**config.mk**
```make
export PLATFORM = sky130hd
export DESIGN_NAME = tmds_link_sequencer
export DESIGN_NICKNAME = d
export VERILOG_FILES = /design/src/rtl/tmds_pkg.sv /design/src/rtl/tmds_lookahead_delay.sv /design/src/rtl/tmds_link_sequencer.sv
export SDC_FILE = /design/constraint.sdc
export NUM_CORES = 1
export LEC_CHECK = 0
export CORE_MARGIN = 5
export CORE_UTILIZATION = 48
export CTS_CLUSTER_DIAMETER = 120
export DETAILED_ROUTE_END_ITERATION = 10
export PLACE_DENSITY = 0.85
export SLEW_MARGIN = 5
export SYNTH_ARGS = -nofsm -noshare
export SYNTH_HDL_FRONTEND = slang
export SYNTH_SLANG_ARGS = --single-unit
```
**constraint.sdc**
```tcl
create_clock -name clk -period 4.05 [get_ports clk]
set_clock_uncertainty 0.2 [all_clocks]
set_input_delay 0.81 -clock clk [delete_from_list [all_inputs] [get_ports clk]]
set_output_delay 0.81 -clock clk [all_outputs]
set_load 0.01 [all_outputs]
```
**src/rtl/tmds_pkg.sv**
```systemverilog
// tmds_pkg: TMDS control/guard symbols, sequencer states and timing constants.
package tmds_pkg;
  localparam logic [9:0] TOK00 = 10'b1101010100;
  localparam logic [9:0] TOK01 = 10'b0010101011;
  localparam logic [9:0] TOK10 = 10'b0101010100;
  localparam logic [9:0] TOK11 = 10'b1010101011;
  localparam logic [9:0] GB02  = 10'b1011001100;
  localparam logic [9:0] GB1   = 10'b0100110011;
  localparam int LOOKAHEAD = 10;
  localparam int PRE_LEN   = 8;
  typedef enum logic [2:0] {HOLD, CONTROL, PREAMBLE, GUARD, VIDEO} state_t;
  function automatic logic [9:0] ctl_tok(input logic [1:0] c);
    return c == 2'b00 ? TOK00 : c == 2'b01 ? TOK01 : c == 2'b10 ? TOK10 : TOK11;
  endfunction
endpackage

```
**src/rtl/tmds_lookahead_delay.sv**
```systemverilog
// tmds_lookahead_delay: fixed-depth shift register of timing and video symbols, cleared on reset.
module tmds_lookahead_delay
  import tmds_pkg::*;
#(
  parameter int DEPTH = LOOKAHEAD,
  parameter int W     = 33
) (
  input  logic         clk,
  input  logic         rst,
  input  logic [W-1:0] din,
  output logic [W-1:0] dout
);
  logic [W-1:0] sr [DEPTH];
  always_ff @(posedge clk or posedge rst)
    if (rst) for (int i = 0; i < DEPTH; i++) sr[i] <= '0;
    else begin
      sr[0] <= din;
      for (int i = 1; i < DEPTH; i++) sr[i] <= sr[i-1];
    end
  assign dout = sr[DEPTH-1];
endmodule

```
**src/rtl/tmds_link_sequencer.sv**
```systemverilog
// tmds_link_sequencer: serializer reset release and per-lane TMDS symbol scheduling.
// HDMI_GUARD_EN adds the 10-cycle lookahead, video preamble, guard band and short_blank.
module tmds_link_sequencer
  import tmds_pkg::*;
#(
  parameter int RST_HOLD = 16
) (
  input  logic       clk,
  input  logic       rst,
  input  logic       de,
  input  logic       hsync,
  input  logic       vsync,
  input  logic [9:0] vid0_sym,
  input  logic [9:0] vid1_sym,
  input  logic [9:0] vid2_sym,
  output logic [9:0] lane0_sym,
  output logic [9:0] lane1_sym,
  output logic [9:0] lane2_sym,
  output logic       serdes_rst,
  output logic       ready,
  output logic       short_blank
);
  state_t state, nxt;
  logic [7:0] cnt;
  logic d_de, d_hs, d_vs, rise, honour, sb_nxt;
  logic [9:0] d_v0, d_v1, d_v2;
`ifdef HDMI_GUARD_EN
  logic de_q;
  tmds_lookahead_delay #(.DEPTH(LOOKAHEAD), .W(33)) u_dly (
    .clk  (clk),
    .rst  (rst),
    .din  ({de, hsync, vsync, vid0_sym, vid1_sym, vid2_sym}),
    .dout ({d_de, d_hs, d_vs, d_v0, d_v1, d_v2})
  );
  always_ff @(posedge clk or posedge rst)
    if (rst) de_q <= 1'b0;
    else de_q <= de;
  assign rise = de & ~de_q;
`else
  assign {d_de, d_hs, d_vs, d_v0, d_v1, d_v2} = {de, hsync, vsync, vid0_sym, vid1_sym, vid2_sym};
  assign rise = 1'b0;
`endif
  // Lane registers load from the state being entered, so outputs track the state one-for-one.
  always_comb begin
    honour = state == CONTROL && rise && !d_de;
    sb_nxt = rise && state != HOLD && !honour;
    nxt = state;
    case (state)
      HOLD:     nxt = cnt == 8'(RST_HOLD - 1) ? CONTROL : HOLD;
      PREAMBLE: nxt = cnt == 8'(PRE_LEN - 1) ? GUARD : PREAMBLE;
      GUARD:    nxt = cnt == 8'd1 ? (d_de ? VIDEO : CONTROL) : GUARD;
      default:  nxt = honour ? PREAMBLE : d_de ? VIDEO : CONTROL;
    endcase
  end
  always_ff @(posedge clk or posedge rst)
    if (rst) begin
      state       <= HOLD;
      cnt         <= '0;
      lane0_sym   <= TOK00;
      lane1_sym   <= TOK00;
      lane2_sym   <= TOK00;
      serdes_rst  <= 1'b1;
      ready       <= 1'b0;
      short_blank <= 1'b0;
    end else begin
      state       <= nxt;
      cnt         <= nxt != state ? 8'd0 : cnt + 8'd1;
      lane0_sym   <= nxt == VIDEO ? d_v0 : nxt == GUARD ? GB02 : nxt == HOLD ? TOK00 : ctl_tok({d_vs, d_hs});
      lane1_sym   <= nxt == VIDEO ? d_v1 : nxt == GUARD ? GB1 : nxt == PREAMBLE ? TOK01 : TOK00;
      lane2_sym   <= nxt == VIDEO ? d_v2 : nxt == GUARD ? GB02 : TOK00;
      serdes_rst  <= nxt == HOLD;
      ready       <= nxt != HOLD;
      short_blank <= sb_nxt;
    end
endmodule

```
[Yosys cells after proc, flatten, opt, wreduce, memory -nomap -nowiden]
Index checks and enable logic that the tools add are counted.
Widths: inputs -> output; s select.
Word-level totals
  register bits after elaboration: 43
  bits of input ports: 35
  word-level logic and storage cells: 40
Operators by class
  add/sub/neg operators: 1
  eq/ne operators: 11
  multiplexer cells: 17
  reductions and logical operators: 4
Operator list (count)
  $mux 10: 10
  $eq 3x2->1 const B: 4
  $mux 9: 1
  $pmux 3 s3: 1
  $add 8x1->8 const B: 1
  $eq 8x1->1 const B: 1
  $eq 8x3->1 const B: 1
  $eq 8x4->1 const B: 1
  $mux 8: 1
  $logic_not 3->1: 2
  $mux 3: 2
  $eq 3x3->1 const B: 1
  $ne 3x3->1: 1
  $reduce_bool 3->1: 1
  $eq 2x1->1 const B: 1
  $eq 2x2->1 const B: 1
  $logic_not 2->1: 1
  $mux 1: 2

[Logic depth before layout (Yosys ltp)]
Gate-level depths: netlist (run 1).
  depth in word-level cells: 7
  mapped depth: 8
  gate-level depth less buffers: 7

[Worst setup path before layout (run 1)]
Ideal clock, no wire load.
  path type: register -> register
  start: register cnt[5]
  end: register lane0_sym[3]
  setup time: 124 ps
  arrival: 2100 ps
  required time: 3726 ps
  setup slack: 1627 ps
  cell stages (with the launch flop): 7
  clock period less this slack: 2423 ps
  path through: dfrtp_1 > or4_1 > buf_2 > or4_4 > and4_4 > buf_6 > a211o_1
Between the ends
  word-level cells in the longest chain between the ends: 7
  elaborated cells on any way between the ends: 13
  classes of those cells: eq/ne: 5; mux: 7; reduce/logical: 1
Ends and longest elaborated chain
  start: declaration: line tmds_link_sequencer.sv:24  | logic [7:0] cnt;
  start signal: assignment: line tmds_link_sequencer.sv:67  | cnt <= nxt != state ? 8'd0 : cnt + 8'd1;
  $eq 8x1->1, or another cell as far along: line tmds_link_sequencer.sv:51  | GUARD: nxt = cnt == 8'd1 ? (d_de ? VIDEO : CONTROL) : GUARD;
  $mux 3, or another cell as far along: line tmds_link_sequencer.sv:51
  $pmux 3 s3 (*): line tmds_link_sequencer.sv:48  | case (state)
  $logic_not 3->1: line tmds_link_sequencer.sv:68  | lane0_sym <= nxt == VIDEO ? d_v0 : nxt == GUARD ? GB02 : nxt == HOLD ? TOK00 : ctl_tok({d_vs, d_hs});
  $mux 10 (2 in series): line tmds_link_sequencer.sv:68
  $mux 10 (*): line tmds_link_sequencer.sv:68
  end signal: assignment: line tmds_link_sequencer.sv:68
  end: declaration: line tmds_link_sequencer.sv:16  | output logic [9:0] lane0_sym,
Every way passes the cells marked *; elsewhere a longest branch is shown, timed or not.

[Final worst setup path (run 1)]
  start: input de
  end: register lane0_sym[7]
Between the ends
  word-level cells in the longest chain between the ends: 7
  elaborated cells on any way between the ends: 9
  classes of those cells: eq/ne: 2; mux: 6; reduce/logical: 1
Ends and longest elaborated chain
  start: declaration: line tmds_link_sequencer.sv:10  | input logic de,
  $mux 3 (*): line tmds_link_sequencer.sv:51, tmds_link_sequencer.sv:52
  $mux 3: line tmds_link_sequencer.sv:51
  $pmux 3 s3 (*): line tmds_link_sequencer.sv:48
  $logic_not 3->1: line tmds_link_sequencer.sv:68
  $mux 10 (2 in series): line tmds_link_sequencer.sv:68
  $mux 10 (*): line tmds_link_sequencer.sv:68
Marked as above.

==> results by group, run 1 <==
Synth
  • Synth async-reset ratio: 1.00
  • Top FF cell, synth: sky130_fd_sc_hd__dfrtp_1
  • Mapped cell area: 1910 sq um
  • Cell taking the most area after synthesis: sky130_fd_sc_hd__dfrtp_1
  • Area fraction of the dominant cell type after synthesis: 0.354
  • Number of instances in the synthesized netlist: 162
  • Number of warnings reported in the yosys synthesis log: 0
  • Synthesis-stage register bit count: 43
  • Share of synthesized area occupied by flip-flops and latches: 0.574
  • Mapped Nets: 201
  • Count of unique library cells instantiated by Yosys: 48
  • Number of synthesized flops with an enable pin: 0
  • Post-Syn Area per Cell: 11.8 sq um
  • Top cells by area, synth: sky130_fd_sc_hd__dfrtp_1 35%, sky130_fd_sc_hd__dfstp_2 22%, sky130_fd_sc_hd__o21a_1 3.5%, sky130_fd_sc_hd__nor4_1 3.3%, sky130_fd_sc_hd__a21o_1 2.8%

STA
  • Number of setup violations in the final report: 0
  • Unrepaired setup endpoints after global routing: false
  • Actual transition at the worst max-transition pin: 0.957 ns
  • Max Fclk: 336 MHz
  • Max Transition Viols Final: 0
  • Sum of negative setup slack: 0 ns
  • Slew headroom: 0.358
  • Fin crit period: 2.97 ns
  • Number of hold violations in the final report: 0
  • Share of the cycle needed by the critical path after routing: 0.734

Cells and area
  • Layout overhead on the synthesized area: 41.4%
  • Count of nets after finishing: 267
  • Layout Cells excl Fill: 279
  • Number of antenna repair diodes: 0
  • Share of final-layout standard cells stronger than drive strength 1: 0.140

CTS
  • H-tree depth reported by CTS: 2
  • Clock tree root buffer cell: sky130_fd_sc_hd__clkbuf_8
  • Clock buffer depth: 2
  • Hold bufs inserted after CTS: 0
  • Number of sinks driven by the clock tree: 43
  • # resized after CTS: 0
  • CTS tree: built
  • Clock slew at reported path FFs: 0.07 ns
  • Total clock buffers created by CTS: 5
  • Clock latency of the later-clocked register in the worst-skew pair: 0.29 ns
  • Post CTS Setup Buffer Count: 0

Hold path
  • Worst hold stages: 1
  • Kind of path behind the tightest hold check: flop to flop

Routing
  • Met1 WL: 1790 um
  • Aggregate routed wire length: 4340 um
  • Violation count after the first detailed-routing iteration: 69
  • Total length of routed met2 wires: 2150 um
  • Antenna Nets Post-Route: 0
  • Number of vias per cell: 5.31
  • Highest layer used for signal routing: met4
  • Count of unresolved DRC violations after routing: 0
  • Detailed-routed wire length on met3: 380 um
  • Count of vias placed by the detailed router: 1482
  • Avg WL per Cell: 15.5 um
  • Initial DRT Pass Iterations: 4

Pwr
  • Power per unit of standard cell area: 537 nW/um^2
  • VDD IR-drop max: 0.294 mV
  • Leakage power: 0.00119 uW

Critical path
  • Register-to-register setup slack: 1.34 ns
  • Buffering stage count on the worst path with inverters included: 2
  • CP delay by family, top: buffers and inverters
  • Startpoint class of the critical path: input pin
  • Critical Setup Path Class: input pin to flop
  • Largest stage delay on the critical path: 0.53 ns
  • Maximum net fanout on the critical path: 19
  • Capturing element type of the critical path: flop
  • Worst Path Arrival: 2.95 ns
  • Crit-path cells: clkdlybuf4s50_1 > nand3b_1 > nor3_1 > a21oi_2 > clkinv_1 > a211o_1
  • Destination of the critical timing path: lane0_sym[7]
  • Worst-path cell with the longest stage delay: sky130_fd_sc_hd__clkinv_1
  • Startpoint of the lowest-slack register-to-register path: cnt[5]
  • Levels on crit path: 6
  • Required arrival time at the worst endpoint: 4.03 ns
  • Startpoint of the worst setup timing path: de
  • R2R Path End: lane0_sym[9]
  • Register-to-Register Path Depth: 5

Global routing
  • Antenna violations before repair: 0
  • Global-route wire length before repair: 7090 um
  • Maximum number of pins on one net before global-route repair: 44
  • Overall overflow remaining after global route: 0
  • Vias in the first global route: 1476
  • Overall routing resource usage: 0.175

Floorplan
  • I/O pins: 68
  • Die boundary height: 73.1 um
  • Core area: 3910 sq um
  • Placement Rows: 23
  • Die Footprint: 5340 sq um
  • Effective utilization at floorplan: 0.488
  • X dimension of the die: 73.1 um

Placement
  • Input/output buffers: 66
  • Global placement routability congestion: 0.839
  • Final HPWL from detailed placement: 3230 um
  • Number of instances in the placed design: 271

Run status
  • Run status: finished, final reports clean

Flow run
  • Max-cap viol count: 0
-- per-layer routing --
metal	track usage	vias to the layer above
met3	0.0606	2
li1	-	717
met1	0.234	717
met2	0.278	46
met4	0.0307	0
met5	0	-
-- report_power, final --
group          switching, uW  internal [uW]
Sequential              60.3            560
Clock                    138            184
Combinational            233            273
Total                    431           1020
-- cell usage after synthesis, drive strengths merged, types with 2 or more instances --
master,n
nor3,3
a21oi,6
dfrtp,27
nand2b,3
clkbuf,4
or3,2
a211o,2
nor2b,2
and2,4
nor3b,2
o21ai,4
and3,2
or4,3
buf,4
nand3,7
a22o,3
a21o,7
inv,9
xor2,5
a2bb2oi,2
o31ai,2
nor4,10
ha,4
nand2,2
dfstp,16
nor2,3
o21a,9
xnor2,2
-- layout by cell type (no fill, tap or decap), drive strengths merged, types with 2 or more instances in the layout --
master	n
clkdlybuf4s50	66
dfrtp	27
dfstp	16
nor4	10
o21a	9
inv	8
a21o	7
nand3	7
clkbuf	7
a21oi	6
xor2	5
and2	4
ha	4
o21ai	4
nor3	3
nand2b	3
nor2	3
a22o	3
or4	3
nor2b	2
clkinv	2
nor3b	2
nand2	2
xnor2	2
a211o	2
a2bb2oi	2
and3	2
o31ai	2
or3	2
-- worst reg2reg max path: stages (launching register included) --
cell	delay, ns
sky130_fd_sc_hd__dfrtp_1	0.43
sky130_fd_sc_hd__or4_1	0.69
sky130_fd_sc_hd__o31ai_2	0.46
sky130_fd_sc_hd__inv_1	0.22
sky130_fd_sc_hd__a2111oi_0	0.52
sky130_fd_sc_hd__a311oi_1	0.10
-- state kept, by name, indices dropped and copies added (netlist names) --
signal,cells
lane2_sym,10
lane0_sym,10
ready,1
lane1_sym,10
serdes_rst,1
state,3
cnt,8
-- final cells by class --
cell class                      count  area, sq um
Timing Repair Buffer               67          668
Clock inverter                      1         30.0
Clock buffer                        7         76.3
Tap cell                           50         62.6
Fill cell                         301         1210
Inverter                           10         37.5
Sequential cell                    43         1100
Multi-Input combinational cell    101          729
-- how the worst min path moves through the flow --
stage / startpoint / end
2_1_floorplan: cnt[0] / cnt[0]
3_5_place_dp: cnt[0] / cnt[0]
3_3_place_gp: cnt[0] / cnt[0]
4_1_cts: cnt[0] / cnt[0]
5_1_grt: cnt[0] / cnt[0]
6_report: cnt[0] / cnt[0]
-- cells by family (layout without fill, tap and decap cells) --
kind of cell	after synthesis	in the layout	share of synthesized area
AND/OR/NAND/NOR	47	47	0.155
flip-flops	43	43	0.574
AO/OA/AOI/OAI	42	42	0.167
buffers and inverters	18	85	0.0439
XOR/XNOR	7	7	0.0321
adder cells (fa/ha/maj)	4	4	0.0262
other	1	1	0.00196
-- stage by stage --
stage	area (sq um)	hold slack [ns]	util	power [uW]	setup slack (ns)
2_1_floorplan	1910	0.309	-	897	1.63
3_3_place_gp	2590	0.341	0.663	1130	0.875
3_5_place_dp	2590	0.360	0.663	1140	0.754
4_1_cts	2700	0.375	0.690	1460	1.08
5_1_grt	2700	0.401	0.690	1540	0.872
6_report	2700	0.370	0.690	1450	1.08
(Power assumes the default switching activity.)
==> inputs of run 2 (changes only) <==
--- a/config.mk
+++ b/config.mk
@@ -6,10 +6,10 @@
 export NUM_CORES = 1
 export LEC_CHECK = 0
 export CORE_MARGIN = 5
-export CORE_UTILIZATION = 48
+export CORE_UTILIZATION = 44
 export CTS_CLUSTER_DIAMETER = 120
 export DETAILED_ROUTE_END_ITERATION = 10
-export PLACE_DENSITY = 0.85
+export PLACE_DENSITY = 0.79
 export SLEW_MARGIN = 5
 export SYNTH_ARGS = -nofsm -noshare
 export SYNTH_HDL_FRONTEND = slang
==> constraint.sdc (replaced) <==
create_clock -name clk -period 2.8 [get_ports clk]
set_clock_uncertainty 0.2 [all_clocks]
set_input_delay 0.56 -clock clk [delete_from_list [all_inputs] [get_ports clk]]
set_output_delay 0.56 -clock clk [all_outputs]
set_load 0.01 [all_outputs]
==> results by group, run 2 (synthesis results as in run 1) <==
Cells and area
  • Share of final-layout standard cells stronger than drive strength 1: 0.162 (+0.0220)
  • Count of nets after finishing: 273 (+2.2%)
  • Most common cell after layout, fill and taps aside: sky130_fd_sc_hd__clkdlybuf4s50_1
  • Layout overhead on the synthesized area: 43.6%
  • Top flop regs: lane0_sym: 10 flops, lane1_sym: 10 flops, lane2_sym: 10 flops
  • Summed area of non-filler cells in the final layout: 2740 sq um (+1.6%)
  • Commonest cells after routing, fill and taps aside: 66 x sky130_fd_sc_hd__clkdlybuf4s50_1, 27 x sky130_fd_sc_hd__dfrtp_1, 16 x sky130_fd_sc_hd__dfstp_2
  • Number of antenna repair diodes: 0 (unchanged)

Critical path
  • Register-to-Register Path Depth: 4 (-1)
  • Worst Path Arrival: 2.53 ns (-0.42 ns)
  • Startpoint of the worst setup timing path: cnt[5]
  • Required arrival time at the worst endpoint: 2.80 ns (-1.23 ns)
  • Capturing element type of the critical path: flop
  • Destination of the critical timing path: lane0_sym[9]
  • R2R Path End: lane0_sym[9]
  • Register-to-register setup slack: 0.27 ns (-1.07 ns)
  • Startpoint of the lowest-slack register-to-register path: cnt[5]
  • Startpoint class of the critical path: flop
  • Critical Setup Path Class: flop to flop
  • Maximum net fanout on the critical path: 8 (-11)

Routing
  • Count of vias placed by the detailed router: 1501 (+1.3%)
  • Count of unresolved DRC violations after routing: 0 (unchanged)
  • Avg WL per Cell: 15.6 um (+0.15%)
  • Antenna Nets Post-Route: 0 (unchanged)
  • Violation count after the first detailed-routing iteration: 90 (+30%)
  • Initial DRT Pass Iterations: 4 (unchanged)
  • Number of vias per cell: 5.23 (-1.5%)
  • Aggregate routed wire length: 4470 um (+3.0%)

CTS
  • # resized after CTS: 0 (unchanged)
  • Post CTS Setup Buffer Count: 0 (unchanged)
  • Clock latency of the later-clocked register in the worst-skew pair: 0.29 ns (about the same)
  • Total clock buffers created by CTS: 5 (unchanged)
  • CTS tree: built
  • Clock buffer depth: 2 (unchanged)
  • H-tree depth reported by CTS: 2 (unchanged)
  • Clock slew at reported path FFs: 0.07 ns (about the same)
  • Clock tree root buffer cell: sky130_fd_sc_hd__clkbuf_8
  • Number of sinks driven by the clock tree: 43 (unchanged)
  • Hold bufs inserted after CTS: 0 (unchanged)

Floorplan
  • Die boundary height: 75.9 um (+3.8%)
  • Core area: 4290 sq um (+9.7%)
  • Placement Rows: 24 (+4.3%)
  • Effective utilization at floorplan: 0.445 (-0.0432)
  • X dimension of the die: 75.9 um (+3.8%)
  • Die Footprint: 5760 sq um (+7.8%)
  • I/O pins: 68 (unchanged)

Global routing
  • Antenna violations before repair: 0 (unchanged)
  • Maximum number of pins on one net before global-route repair: 44 (unchanged)
  • Global-route wire length before repair: 6880 um (-3.0%)
  • Overall routing resource usage: 0.159 (-0.0154)
  • Vias in the first global route: 1463 (-0.88%)
  • Overall overflow remaining after global route: 0 (unchanged)

STA
  • Actual transition at the worst max-transition pin: 0.674 ns (-0.284 ns)
  • Number of setup violations in the final report: 0 (unchanged)
  • Slew headroom: 0.546 (+0.188)
  • Fin crit period: 2.53 ns
  • Share of the cycle needed by the critical path after routing: 0.903
  • Unrepaired setup endpoints after global routing: false
  • Max Fclk: 396 MHz
  • Sum of negative setup slack: 0 ns (unchanged)
  • Number of hold violations in the final report: 0 (unchanged)
  • Max Transition Viols Final: 0 (unchanged)

Pwr
  • VDD IR-drop max: 0.405 mV (+37%)
  • Power per unit of standard cell area: 764 nW/um^2 (+42%)
  • Leakage power: 0.00122 uW (+2.6%)

Placement
  • Input/output buffers: 66 (unchanged)
  • Final HPWL from detailed placement: 3420 um (+5.9%)
  • Post-Place Cell Area: 2640 sq um (+1.8%)
  • Global placement routability congestion: 0.890 (+6.2%)

Flow run
  • Max-cap viol count: 0 (unchanged)

Run status
  • Run status: finished, final reports clean

Hold path
  • Hold Startpoint: cnt[0]
  • Kind of path behind the tightest hold check: flop to flop
## run 2: worst min-delay path by stage
stage | slack (ns) | cells after the start | endpoint
finish | 0.36 | 1 | cnt[0]
global route | 0.39 | 1 | cnt[0]
CTS | 0.37 | 1 | cnt[0]
detailed placement | 0.36 | 1 | cnt[0]
global placement | 0.34 | 1 | cnt[0]
floorplan | 0.31 | 1 | cnt[0]
## run 2: layout make-up
cell class	count	area, sq um
Clock buffer	8	101
Fill cell	376	1550
Inverter	10	37.5
Multi-Input combinational cell	101	729
Sequential cell	43	1100
Tap cell	52	65.1
Timing Repair Buffer	73	713
## run 2: critical path, cell delays in order (launching register included)
cell,delay [ns]
sky130_fd_sc_hd__dfrtp_1,0.43
sky130_fd_sc_hd__or4_1,0.69
sky130_fd_sc_hd__or4_4,0.62
sky130_fd_sc_hd__a2111oi_0,0.40
sky130_fd_sc_hd__a311oi_1,0.10
## run 2: where the power goes
part | internal, uW | leakage (uW) | switching [uW] | total, uW
logic | 420 | 0.000645 | 348 | 768
clock network | 231 | 0.0000506 | 196 | 427
registers | 810 | 0.000523 | 89.7 | 899
## run 2: stage by stage
stage | total power [uW] | utilization | cells | hold WS, ns | setup slack (ns)
global placement | 1660 | 0.615 | 279 | 0.339 | 0.297
detailed placement | 1690 | 0.615 | 279 | 0.355 | 0.239
CTS | 2120 | 0.639 | 287 | 0.366 | 0.272
finish | 2090 | 0.639 | 287 | 0.361 | 0.272
global route | 2230 | 0.639 | 287 | 0.386 | 0.161
floorplan | 1300 | - | 162 | 0.309 | 0.377
## run 2: layer usage
metal  share of wire  GRT usage  up-vias  wire length [um]
li1                -          -      726                 -
met1            0.45      0.213      713              1990
met2            0.45      0.252       56              2020
met3           0.090     0.0383        6               404
met4           0.011     0.0583        0                48
met5               0          0        -                 0
==> inputs of run 3 (changes only) <==
--- a/config.mk
+++ b/config.mk
@@ -5,11 +5,11 @@
 export SDC_FILE = /design/constraint.sdc
 export NUM_CORES = 1
 export LEC_CHECK = 0
-export CORE_MARGIN = 5
-export CORE_UTILIZATION = 44
+export CORE_MARGIN = 2
+export CORE_UTILIZATION = 41
 export CTS_CLUSTER_DIAMETER = 120
 export DETAILED_ROUTE_END_ITERATION = 10
-export PLACE_DENSITY = 0.79
+export PLACE_DENSITY = 0.74
 export SLEW_MARGIN = 5
 export SYNTH_ARGS = -nofsm -noshare
 export SYNTH_HDL_FRONTEND = slang
==> results by group, run 3 (synthesis results as in run 1) <==
STA
  • Number of hold violations in the final report: 0 (unchanged)
  • Max Transition Viols Final: 0 (unchanged)
  • Unrepaired setup endpoints after global routing: false
  • Final setup slack of the worst path: 0.189 ns (-0.0832 ns)
  • Sum of negative setup slack: 0 ns (unchanged)
  • Fin Hold WS: 0.353 ns (-0.00804 ns)
  • Fin crit period: 2.61 ns (+0.0832 ns)
  • Share of the cycle needed by the critical path after routing: 0.933 (+0.0297)
  • Max Fclk: 383 MHz (-3.2%)
  • Number of setup violations in the final report: 0 (unchanged)
  • Actual transition at the worst max-transition pin: 0.726 ns (+0.0520 ns)
  • Slew headroom: 0.511 (-0.0350)

Routing
  • Antenna Nets Post-Route: 0 (unchanged)
  • Avg WL per Cell: 14.8 um (-5.2%)
  • Count of unresolved DRC violations after routing: 0 (unchanged)
  • Aggregate routed wire length: 4240 um (-5.2%)
  • Detailed-routed wire length on met3: 274 um (-32%)
  • Violation count after the first detailed-routing iteration: 25 (-72%)
  • Initial DRT Pass Iterations: 4 (unchanged)
  • Highest layer used for signal routing: met4
  • Total length of routed met2 wires: 2080 um (+2.7%)
  • Number of vias per cell: 5.27 (+0.80%)
  • Count of vias placed by the detailed router: 1513 (+0.80%)
  • Met1 WL: 1800 um (-9.5%)

Floorplan
  • Die Footprint: 5220 sq um (-9.4%)
  • Effective utilization at floorplan: 0.433 (-0.0121)
  • Die boundary height: 72.2 um (-4.8%)
  • Core area: 4410 sq um (+2.8%)
  • X dimension of the die: 72.2 um (-4.8%)
  • Placement Rows: 24 (unchanged)
  • I/O pins: 68 (unchanged)

Global routing
  • Antenna violations before repair: 0 (unchanged)
  • Vias in the first global route: 1556 (+6.4%)
  • Overall routing resource usage: 0.177 (+0.0181)
  • Global-route wire length before repair: 7110 um (+3.4%)
  • Maximum number of pins on one net before global-route repair: 44 (unchanged)
  • Overall overflow remaining after global route: 0 (unchanged)

Critical path
  • Required arrival time at the worst endpoint: 2.81 ns (about the same)
  • Largest stage delay on the critical path: 0.69 ns (about the same)
  • Capturing element type of the critical path: flop
  • Buffering stage count on the worst path with inverters included: 0 (unchanged)
  • CP delay by family, top: simple AND/OR/NAND/NOR gates
  • Worst Path Arrival: 2.62 ns (+0.09 ns)
  • Levels on crit path: 4 (unchanged)
  • Critical Setup Path Class: flop to flop
  • Startpoint class of the critical path: flop
  • Worst-path cell with the longest stage delay: sky130_fd_sc_hd__or4_1
  • Crit-path cells: or4_1 > or4_4 > a2111oi_0 > a311oi_1
  • Register-to-Register Path Depth: 4 (unchanged)
  • Maximum net fanout on the critical path: 8 (unchanged)

Cells and area
  • Count of nets after finishing: 273 (unchanged)
  • Share of final-layout standard cells stronger than drive strength 1: 0.166 (+0.00426)
  • Top flop regs: lane0_sym: 10 flops, lane1_sym: 10 flops, lane2_sym: 10 flops
  • Most common cell after layout, fill and taps aside: sky130_fd_sc_hd__clkdlybuf4s50_1
  • Layout overhead on the synthesized area: 42.8%
  • Commonest cells after routing, fill and taps aside: 66 x sky130_fd_sc_hd__clkdlybuf4s50_1, 27 x sky130_fd_sc_hd__dfrtp_1, 16 x sky130_fd_sc_hd__dfstp_2
  • Number of antenna repair diodes: 0 (unchanged)

CTS
  • CTS tree: built
  • Hold bufs inserted after CTS: 0 (unchanged)
  • Clock tree root buffer cell: sky130_fd_sc_hd__clkbuf_8
  • Clock slew at reported path FFs: 0.08 ns (about the same)
  • Clock buffer depth: 2 (unchanged)
  • Clock latency of the later-clocked register in the worst-skew pair: 0.29 ns (about the same)
  • Number of sinks driven by the clock tree: 43 (unchanged)
  • # resized after CTS: 0 (unchanged)
  • Post CTS Setup Buffer Count: 0 (unchanged)
  • Total clock buffers created by CTS: 5 (unchanged)
  • H-tree depth reported by CTS: 2 (unchanged)

Placement
  • Pre-CTS setup slack: 0.245 ns (+0.00514 ns)
  • Final HPWL from detailed placement: 3140 um (-8.4%)
  • Input/output buffers: 66 (unchanged)
  • Global placement routability congestion: 0.833 (-6.5%)

Hold path
  • Worst hold stages: 1 (unchanged)
  • Kind of path behind the tightest hold check: flop to flop

Pwr
  • Leakage power: 0.00121 uW (-1.1%)
  • Power per unit of standard cell area: 748 nW/um^2 (-2.0%)
  • VDD IR-drop max: 0.311 mV (-23%)

Flow run
  • Max-cap viol count: 0 (unchanged)

Run status
  • Run status: finished, final reports clean
==> run 3: changes by cell type in the layout (fill, tap and decap cells not counted), sizes merged <==
cell	before	now
inv	9	8
clkbuf	8	6
clkinv	1	3
clkinvlp	0	1
==> run 3: final timing paths <==
kind / from / end / slack [ns]
min in group asynchronous: rst / lane2_sym[5] / 0.50
min: cnt[0] / cnt[0] / 0.35
min reg2reg: cnt[0] / cnt[0] / 0.35
max: cnt[5] / lane0_sym[9] / 0.19
max reg2reg: cnt[5] / lane0_sym[9] / 0.19
max in group asynchronous: rst / lane2_sym[9] / 1.53
==> run 3: area by class of cell <==
class,count,area [sq um]
fill,378,1690
sequential,43,1100
multi-input combinational,101,729
timing repair buffer,73,713
clock buffer,6,72.6
tap,52,65.1
inverter,10,37.5
clock inverter,2,12.5
==> run 3: report_power, final <==
group | switching, uW | internal, uW
sequential | 85.9 | 809
clock | 206 | 174
combinational | 344 | 421
total | 636 | 1400
==> run 3: stage by stage <==
stage | power [uW] | cells | util | area [sq um]
final | 2040 | 287 | 0.618 | 2730
after global routing | 2170 | 287 | 0.618 | 2730
after CTS | 2060 | 287 | 0.618 | 2730
after detailed placement | 1680 | 279 | 0.598 | 2640
after global placement | 1660 | 279 | 0.598 | 2640
after floorplan | 1300 | 162 | - | 1910
==> run 3: layer usage <==
metal  GRT usage  vias up
met5           0        -
met4      0.0671        0
met3      0.0500        8
met2       0.305       51
met1       0.211      727
li1            -      727
